===== src/rtl/alu_pkg.sv =====
`default_nettype none
// +----------------------------------------------------------------------------+
// | Module      : alu_pkg                                                      |
// | Description : Shared definitions for the sequential 8-bit divider:         |
// |               operand width constant and FSM state encoding.               |
// | Ports       : none (package)                                               |
// | Revision    : 1.0 - initial release                                        |
// +----------------------------------------------------------------------------+
package alu_pkg;

    localparam int DIV_WIDTH = 8;

    typedef enum logic [1:0] {
        IDLE = 2'd0,
        RUN  = 2'd1,
        DONE = 2'd2
    } div_state_t;

endpackage : alu_pkg
`default_nettype wire


===== src/rtl/subtractor_9bit.sv =====
`default_nettype none
// +----------------------------------------------------------------------------+
// | Module      : subtractor_9bit                                              |
// | Description : Combinational 9-bit subtractor diff = a - b with borrow-out, |
// |               built as a generate/propagate borrow chain.                  |
// | Ports       : a, b   - 9-bit minuend / subtrahend                          |
// |               diff   - 9-bit difference (modulo 2^9)                       |
// |               borrow - 1 when a < b (unsigned)                             |
// | Revision    : 1.0 - initial release                                        |
// +----------------------------------------------------------------------------+
module subtractor_9bit (
    input  logic [8:0] a,
    input  logic [8:0] b,
    output logic [8:0] diff,
    output logic       borrow
);

    // chain[i] is the borrow into bit i; no borrow into the LSB.
    logic [9:0] chain;

    assign chain[0] = 1'b0;

    generate
        for (genvar i = 0; i < 9; i++) begin : g_bit
            logic brw_gen;
            logic brw_prop;

            // A bit generates a borrow when it subtracts 1 from 0, and passes an
            // incoming borrow through when its two operand bits are equal.
            assign brw_gen     = ~a[i] & b[i];
            assign brw_prop    = ~(a[i] ^ b[i]);
            assign diff[i]     = a[i] ^ b[i] ^ chain[i];
            assign chain[i+1]  = brw_gen | (brw_prop & chain[i]);
        end
    endgenerate

    assign borrow = chain[9];

endmodule : subtractor_9bit
`default_nettype wire


===== src/rtl/alu_divider_8bit.sv =====
`default_nettype none
// +----------------------------------------------------------------------------+
// | Module      : alu_divider_8bit                                             |
// | Description : Sequential unsigned restoring divider, one quotient bit per  |
// |               clock, MSB first. Divide-by-zero short-cuts straight to      |
// |               DONE with quotient all-ones and remainder = dividend.        |
// | Ports       : clk, rst_n (sync, active-low)                                |
// |               start, dividend, divisor  - request and operands             |
// |               busy        - high in RUN                                    |
// |               done        - one-cycle pulse in DONE                        |
// |               quotient, remainder, div_by_zero - held results              |
// | Revision    : 1.0 - initial release                                        |
// +----------------------------------------------------------------------------+
module alu_divider_8bit
    import alu_pkg::*;
#(
    parameter int WIDTH = DIV_WIDTH   // only 8 is supported
) (
    input  logic             clk,
    input  logic             rst_n,
    input  logic             start,
    input  logic [WIDTH-1:0] dividend,
    input  logic [WIDTH-1:0] divisor,
    output logic             busy,
    output logic             done,
    output logic [WIDTH-1:0] quotient,
    output logic [WIDTH-1:0] remainder,
    output logic             div_by_zero
);

    div_state_t       state;
    div_state_t       state_next;

    logic [3:0]       count;
    // Holds the dividend; each step shifts its MSB out into the partial
    // remainder and a new quotient bit in at the LSB, so after WIDTH steps it
    // contains the quotient.
    logic [WIDTH-1:0] dvd_shift;
    logic [WIDTH-1:0] dvs_reg;
    logic [WIDTH-1:0] partial;

    logic [WIDTH:0]   shifted;
    logic [WIDTH:0]   trial;
    logic             borrow;
    logic [WIDTH-1:0] partial_next;
    logic [WIDTH-1:0] quot_next;
    logic             last_step;

    assign shifted = {partial, dvd_shift[WIDTH-1]};

    subtractor_9bit u_sub (
        .a      (shifted),
        .b      ({1'b0, dvs_reg}),
        .diff   (trial),
        .borrow (borrow)
    );

    // Restore on borrow: keep the shifted value, otherwise accept the trial.
    // When no borrow occurs the result is below the divisor, so bit WIDTH of
    // trial is always zero and may be dropped.
    assign partial_next = borrow ? shifted[WIDTH-1:0] : trial[WIDTH-1:0];
    assign quot_next    = {dvd_shift[WIDTH-2:0], ~borrow};
    assign last_step    = (count == 4'(WIDTH - 1));

    // ------------------------------------------------------------------
    // FSM state register
    // ------------------------------------------------------------------
    always_ff @(posedge clk) begin
        if (!rst_n) begin
            state <= IDLE;
        end else begin
            state <= state_next;
        end
    end

    // ------------------------------------------------------------------
    // FSM next state and status outputs
    // ------------------------------------------------------------------
    always_comb begin
        state_next = state;
        busy       = 1'b0;
        done       = 1'b0;
        case (state)
            IDLE: begin
                if (start) begin
                    state_next = (divisor == '0) ? DONE : RUN;
                end
            end
            RUN: begin
                busy = 1'b1;
                if (last_step) begin
                    state_next = DONE;
                end
            end
            DONE: begin
                done       = 1'b1;
                state_next = IDLE;
            end
            default: begin
                state_next = IDLE;
            end
        endcase
    end

    // ------------------------------------------------------------------
    // Datapath and result registers. Results are written only on the
    // edge that enters DONE, so they hold across IDLE and RUN.
    // ------------------------------------------------------------------
    always_ff @(posedge clk) begin
        if (!rst_n) begin
            count       <= 4'd0;
            dvd_shift   <= '0;
            dvs_reg     <= '0;
            partial     <= '0;
            quotient    <= '0;
            remainder   <= '0;
            div_by_zero <= 1'b0;
        end else begin
            case (state)
                IDLE: begin
                    if (start) begin
                        if (divisor != '0) begin
                            dvd_shift <= dividend;
                            dvs_reg   <= divisor;
                            partial   <= '0;
                            count     <= 4'd0;
                        end else begin
                            quotient    <= '1;
                            remainder   <= dividend;
                            div_by_zero <= 1'b1;
                        end
                    end
                end
                RUN: begin
                    dvd_shift <= quot_next;
                    partial   <= partial_next;
                    count     <= count + 4'd1;
                    if (last_step) begin
                        quotient    <= quot_next;
                        remainder   <= partial_next;
                        div_by_zero <= 1'b0;
                    end
                end
                default: begin
                end
            endcase
        end
    end

endmodule : alu_divider_8bit
`default_nettype wire


===== config.mk =====
export PLATFORM = sky130hd
export DESIGN_NAME = alu_divider_8bit
export DESIGN_NICKNAME = d
export VERILOG_FILES = /design/src/rtl/alu_pkg.sv /design/src/rtl/subtractor_9bit.sv /design/src/rtl/alu_divider_8bit.sv
export SDC_FILE = /design/constraint.sdc
export NUM_CORES = 1
export LEC_CHECK = 0
export ABC_AREA = 1
export CAP_MARGIN = 30
export CORE_ASPECT_RATIO = 1.2
export CORE_UTILIZATION = 35
export CTS_CLUSTER_SIZE = 12
export DETAILED_ROUTE_END_ITERATION = 10
export GPL_ROUTABILITY_DRIVEN = 0
export PLACE_DENSITY_LB_ADDON = 0.2
export SYNTH_ARGS = -nofsm -noshare
export SYNTH_HDL_FRONTEND = slang
export SYNTH_SLANG_ARGS = --single-unit
export TNS_END_PERCENT = 1

===== constraint.sdc =====
create_clock -name clk -period 5.61 [get_ports clk]
set_input_delay 0.8415 -clock clk [delete_from_list [all_inputs] [get_ports clk]]
set_output_delay 0.8415 -clock clk [all_outputs]
set_load 0.02 [all_outputs]

==> results of run 1 <==
through the flow:
| step | hold WS [ns] | setup slack, ns | util, % | power [uW] |
|---|---|---|---|---|
| after floorplan | 0.4390 | 1.713 | - | 557.6 |
| after global placement | 0.4493 | 1.474 | 42.79 | 622.7 |
| after detailed placement | 0.4544 | 1.365 | 42.79 | 625.4 |
| after CTS | 0.4693 | 1.346 | 44.83 | 920.7 |
| after global routing | 0.4842 | 1.088 | 44.83 | 969.8 |
| final | 0.4631 | 1.351 | 44.83 | 908.5 |
how the worst max path moves through the flow:
stage,start,endpoint,slack [ns],cells after the start
floorplan,dvd_shift[7],remainder[6],1.71,17
global placement,dvd_shift[7],remainder[3],1.47,16
detailed placement,dvd_shift[7],remainder[3],1.37,16
CTS,dvd_shift[7],remainder[3],1.35,16
global route,dvd_shift[7],remainder[0],1.09,16
finish,dvd_shift[7],remainder[3],1.35,16
cell families after synthesis:
group | Yosys count | share of synthesized area [%]
compound gates | 56 | 12.41
fa+ha+maj | 9 | 6.940
buf+inv | 53 | 10.09
flops | 47 | 39.54
simple gates | 173 | 31.02
cell type report:
cell class | count | area share (%)
well taps | 85 | 3.657
clock inverters | 2 | 2.065
inverters | 39 | 5.207
repair buffers | 38 | 12.99
clock buffers | 6 | 2.496
multi-input cells | 238 | 41.22
flip-flops and latches | 47 | 32.36
per-layer routing:
metal	vias to the layer above	GRT usage (%)	share of wire [%]
li1	1117	-	-
met1	940	21.85	48
met2	51	25.81	43
met3	10	3.547	5.1
met4	0	8.648	3.4
met5	-	0	0
synth_stat cells:
cell type | number | area share [%]
a21oi_4 | 1 | 0.68
nand2_2 | 5 | 1.3
nor2_1 | 47 | 7.4
nand3_4 | 1 | 0.74
buf_6 | 4 | 1.9
nor2_2 | 3 | 0.79
nand3_1 | 28 | 5.9
a31oi_1 | 1 | 0.26
nand2_1 | 85 | 13
or2_2 | 2 | 0.53
dfxtp_1 | 47 | 40
inv_1 | 35 | 5.5
nand2_4 | 2 | 0.95
fa_1 | 7 | 5.9
buf_2 | 5 | 1.1
ha_1 | 2 | 1.1
clkbuf_1 | 5 | 0.79
inv_4 | 2 | 0.53
o21ai_0 | 16 | 3.4
inv_2 | 1 | 0.16
clkinv_1 | 1 | 0.16
a21oi_1 | 37 | 7.8
a21o_1 | 1 | 0.32
cell usage in the layout (no fill, tap or decap), types with 5 or more instances in the layout:
master           instances
dfxtp_1                 47
nor2_1                  47
a21oi_1                 37
fa_1                     7
o21ai_0                 16
clkdlybuf4s50_1         37
nand2_2                  5
clkbuf_8                 5
nand3_1                 28
inv_1                   35
nand2_1                 85
report_power, final:
| part | internal [uW] | switching [uW] |
|---|---|---|
| clock network | 178 | 113 |
| logic | 90.8 | 149 |
| registers | 361 | 16.7 |
| total | 630 | 278 |
critical path: stages (launching register included):
cell     delay (ns)
dfxtp_1        0.35
inv_1          0.06
ha_1           0.22
fa_1           0.39
fa_1           0.39
fa_1           0.38
fa_1           0.39
fa_1           0.39
fa_1           0.41
fa_1           0.53
nand2_2        0.22
nand2_1        0.07
nand2_1        0.11
a21oi_1        0.08
nand3_1        0.08
nand2_1        0.05
nor2_1         0.08
==> summary.md, run 1 <==
| Metric | Value |
|---|---|
| Result of the run | finished clean |
| Critical path launch point type | flop |
| Syn Nets | between 300 and 400 |
| Die Outline Area | 7135 um2 |
| Worst r2r dst | remainder[3] |
| Clk buf depth | 2 |
| Depth of the worst register-to-register path | 16 |
| Yosys warning total | 0 |
| Maximum number of pins on one net before global-route repair | 29 |
| TritonCTS buffer count | 5 |
| Num ports | 38 |
| Std cell rows | 32 |
| Total instance count after detailed placement | 447 |
| Power density over cell area | about 310 nW/um2 |
| Number of buffers inserted to repair setup after CTS | 0 |
| Number of optimization iterations in the first detailed-route pass | 5 |
| Relative slew slack | 50.56% |
| Clock Sinks | 47 |
| Clock tree from TritonCTS | yes |
| Post-placement cell area | 2775 um2 |
| Starting density of the core | 36.69% |
| Arrival time worst endpoint | 4.50 ns |
| Count of antenna diodes in the layout | 0 |
| Initial drt markers | ~110 |
| Area growth from synthesis to layout | 22.19% |
| Setup TNS | 0 ns |
| Crit path max fanout | 10 |
| Clock skew after layout | 0.01158 ns |
| Via count of the routed design | 2118 |
| Synthesized area divided by synthesized cell count | 7.041 um2 |
| Transition time at the pin with the least slew margin | 0.7408 ns |
| Final non-filler cell area | slightly below 3000 um2 |
| Period Utilization, post-route | 75.91% |
| Number of cells on the worst hold path | 2 |
| Worst hold path endpoint | count[3] |
| Final Slew Violations | 0 |
| Die W | 77.28 um |
| DP Wirelength | 3.864 mm |
| Multi-input gate area | 1199 um2 |
| CTS clock-pin slew for the worst setup and hold paths | 0.09 ns |
| Filler cell count | 694 |
| Routed length per instance | 11.94 um |
| Gate count after technology mapping | 338 |
| Leakage component of the power | between 0.001 and 0.0015 uW |
| Fmax | between 0.2 and 0.25 GHz |
| Vias per cell | 4.655 |
| Via count of the first global-routing pass | roughly 2000 |
| Sequential cell area fraction in the yosys report | roughly two fifths |
| Mapped cell area | ~2400 um2 |
| Combined global-route utilization of all metal layers | approximately 17% |
| Number of routed nets with antenna violations | 0 |
| H-tree level count | 2 |
| Reg2reg setup slack | about 1.4 ns |
| Initial antenna violation count | 0 |
| Drt drc | 0 |
| Flip-flop and latch area | 940.9 um2 |
| Maximum Capacitance Violations | 0 |
| Unrepaired setup endpoints after global routing | false |
| Worst-Skew Late Latency | 0.30 ns |
| Gates resized, CTS repair | 0 |
| Hold path start | count[3] |
| Number of nets at the end of the flow | around 400 |
| Number of buffers inserted by port buffering | 37 |
| Hold Path Class | reg -> reg |
| Launching point of the worst reg2reg path | dvd_shift[7] |
| Global-route wire length before repair | 9.363 mm |
| Final hold violations | 0 |
| CTS Root Cell | clkbuf_8 |
| Class of the most critical setup path | reg -> reg |
| Required time of the critical path | 5.85 ns |
| CORE AREA | 6486 um2 |
| Final std cells w/o fill | 455 |
| Maximum vdd drop | 0.1165 mV |
| Overall overflow remaining after global route | 0 |
| Critical Path End Type | flop |
| Library cells used by synthesis | 23 |
| Number of register bits inferred by synthesis | 47 |
| Wire length after detailed routing | 5.434 mm |
| Height of the chip | 92.33 um |
| Hold-fix buffers, CTS | 0 |
| Setup violation total in the final timing report | 0 |
| Minimum clock period after layout | 4.259 ns |
| Share of layout cells above drive strength 1 | 6.757% |
(Power assumes the default switching activity.)
==> inputs of run 2 (changes only) <==
==> constraint.sdc (replaced) <==
create_clock -name clk -period 3.5 [get_ports clk]
set_input_delay 0.525 -clock clk [delete_from_list [all_inputs] [get_ports clk]]
set_output_delay 0.525 -clock clk [all_outputs]
set_load 0.02 [all_outputs]
==> run 2 against run 1 <==
Cell area up 3.4%; clock-buffer cell count did not move; first-iteration DRC count up 14%; worst hold slack improved by 0.0032 ns; clock skew grew 0.0015 ns; largest power group unchanged; the flow now finishes with violations (setup timing); sequential power up 61%; total power is 52% higher; non-clock buffer count is 5 higher; setup slack worse by 1.6 ns; die area is the same.
==> summary.md, run 2 (synthesized netlist as in run 1, its figures left out) <==
| Metric | Value |
|---|---|
| Routed length per instance | roughly 12 um |
| Failing checks | setup timing |
| Maximum vdd drop | ~0.20 mV |
| Worst setup margin | -0.2175 ns |
| Power, Total | approximately 1400 uW |
| Combined global-route utilization of all metal layers | between 15 and 20% |
| Worst path slowest cell | fa_2 |
| Unrepaired setup endpoints after global routing | true |
| Hold Path Class | reg -> reg |
| Crit path max fanout | 6 |
| Worst-Skew Late Latency | 0.30 ns |
| Final non-filler cell area | 3007 um2 |
| Reg2reg setup slack | -0.22 ns |
| Relative slew slack | 44.56% |
| Initial antenna violation count | 0 |
| CTS Root Cell | clkbuf_8 |
| Clk buf depth | 2 |
| Clock tree from TritonCTS | yes |
| Num ports | 38 |
| Cell family with the largest share of critical-path delay | adder cells |
| Share of layout cells above drive strength 1 | roughly 16% |
| Share of total power in sequential cells | 44.0% |
| Arrival time worst endpoint | just under 4 ns |
| Core occupancy in the finished layout | a little under half |
| DP Wirelength | ~3.8 mm |
| TritonCTS buffer count | 5 |
| Drt drc | 0 |
| Switching Power | between 400 and 500 uW |
| Via count of the first global-routing pass | approximately 1900 |
| Std cell rows | 32 |
| GR Layer Usage met2 | 27.80% |
| Maximum Capacitance Violations | 0 |
| Fmax | 0.2690 GHz |
| Overall overflow remaining after global route | 0 |
| Clock skew after layout | 0.01304 ns |
| CTS clock-pin slew for the worst setup and hold paths | 0.09 ns |
| Hold-fix buffers, CTS | 0 |
| Count of antenna diodes in the layout | 0 |
| Buf/Inv on CP | 2 |
| Leakage component of the power | approximately 0.0012 uW |
| Via count of the routed design | 2167 |
| Largest stage delay on the critical path | 0.35 ns |
| Die Outline Area | 7135 um2 |
| CORE AREA | between 6000 and 7000 um2 |
| Height of the chip | 92.33 um |
| Wire length after detailed routing | 5.551 mm |
| Highest-count cells in the layout ignoring fill and taps | nand2_1, nor2_1, dfxtp_1 |
| Most heavily used metal layer in global routing | met2 |
| Power density over cell area | between 400 and 500 nW/um2 |
| Met3 track demand over resource | 3.448% |
| Area growth from synthesis to layout | 26.34% |
| H-tree level count | 2 |
| Maximum number of pins on one net before global-route repair | 29 |
| Die W | 77.28 um |
| Number of routed nets with antenna violations | 0 |
| Minimum clock period after layout | 3.717 ns |
| Setup violation total in the final timing report | 18 |
| Global-route wire length before repair | a little over 9 mm |
| Critical Path Most Common Cell | fa_2 |
| Initial drt markers | between 100 and 150 |
| Vias per cell | 4.701 |
| Final Slew Violations | 0 |
| Net switching fraction of the power | 34.69% |
| Total instance count after detailed placement | 449 |
| Cell internal power dissipation | around 900 uW |
| Period Utilization, post-route | 106.2% |
| Proportion of power drawn by the clock network | 23.5% |
| Number of nets at the end of the flow | 403 |
| Cell chain of the critical path | inv_2 -> ha_4 -> fa_2 -> fa_2 -> fa_2 -> fa_2 -> fa_2 -> fa_2 -> fa_2 -> buf_6 -> nand3_1 -> nand2_2 -> a21oi_2 -> nand3_1 -> nand2_1 -> nor2_1 |
| Final std cells w/o fill | about 460 |
| Critical Path End Type | flop |
| Met1 layer usage reported by global route | 21.10% |
| Required time of the critical path | 3.70 ns |
| Post-placement cell area | 2813 um2 |
| Setup TNS | -2.407 ns |
| Clock Sinks | 47 |
| Number of optimization iterations in the first detailed-route pass | 4 |
| Result of the run | complete, but fails checks |
| Starting density of the core | 36.69% |
| Number of buffers inserted by port buffering | 37 |
| Most common cell after layout, fill and taps aside | nand2_1 |
| Critical path launch point type | flop |
| Combinational Power Share | 32.5% |
| Class of the most critical setup path | reg -> reg |
| Final hold violations | 0 |
| Transition time at the pin with the least slew margin | 0.8306 ns |
[run 2: changes by cell type in the layout (fill, tap and decap cells not counted), sizes merged]
cell,before,now
bufinv,2,0
buf,1,6
nand2,92,93
clkinvlp,0,1
clkinv,1,2
[run 2: repair_timing]
action                     in CTS  in global routing
pin swaps                       9                  4
gates resized for setup         9                 18
gates cloned                    1                  0
setup buffers                   3                  0
setup endpoints to repair      18                 18
[run 2: worst paths after layout]
kind,startpoint,to,cells after the start
setup reg to reg,dvd_shift[7],remainder[2],16
hold / removal,count[3],count[3],2
setup / recovery,dvd_shift[7],remainder[2],16
hold reg to reg,count[3],count[3],2
[run 2: worst reg2reg max path, delay by kind of cell (launching register included)]
kind | cells | cell delay, ns
compound gates | 1 | 0.12
flops | 1 | 0.34
simple gates | 5 | 0.42
buf+inv | 2 | 0.20
fa+ha+maj | 8 | 2.55
[run 2: routing by layer]
layer	wire [um]	up-vias
met5	0	-
met4	57	0
met3	217	4
met2	2663	51
met1	2613	982
li1	-	1130
[run 2: final cells by class]
class	instances	area, um2
fillers	687	3480
flip-flops and latches	47	943.4
repair buffers	43	419.2
clock buffers	6	72.57
multi-input cells	239	1301
clock inverters	2	12.51
inverters	39	151.4
well taps	85	106.4
[run 2: metrics by stage]
stage / hold slack, ns / setup WS (ns)
final: 0.4663 / -0.2175
after global routing: 0.4990 / -0.3877
after CTS: 0.4677 / -0.2693
after detailed placement: 0.4535 / -0.3037
after global placement: 0.4487 / -0.2432
after floorplan: 0.4390 / -0.1179
[run 2: power by group through the flow]
| stage | clock network (uW) | logic, uW | registers, uW |
|---|---|---|---|
| 4_1_cts | 333 | 432 | 607 |
| 5_1_grt | 363 | 505 | 613 |
| 3_3_place_gp | 0 | 395 | 618 |
| 2_1_floorplan | 0 | 273 | 635 |
| 3_5_place_dp | 0 | 402 | 618 |
| 6_report | 324 | 449 | 607 |
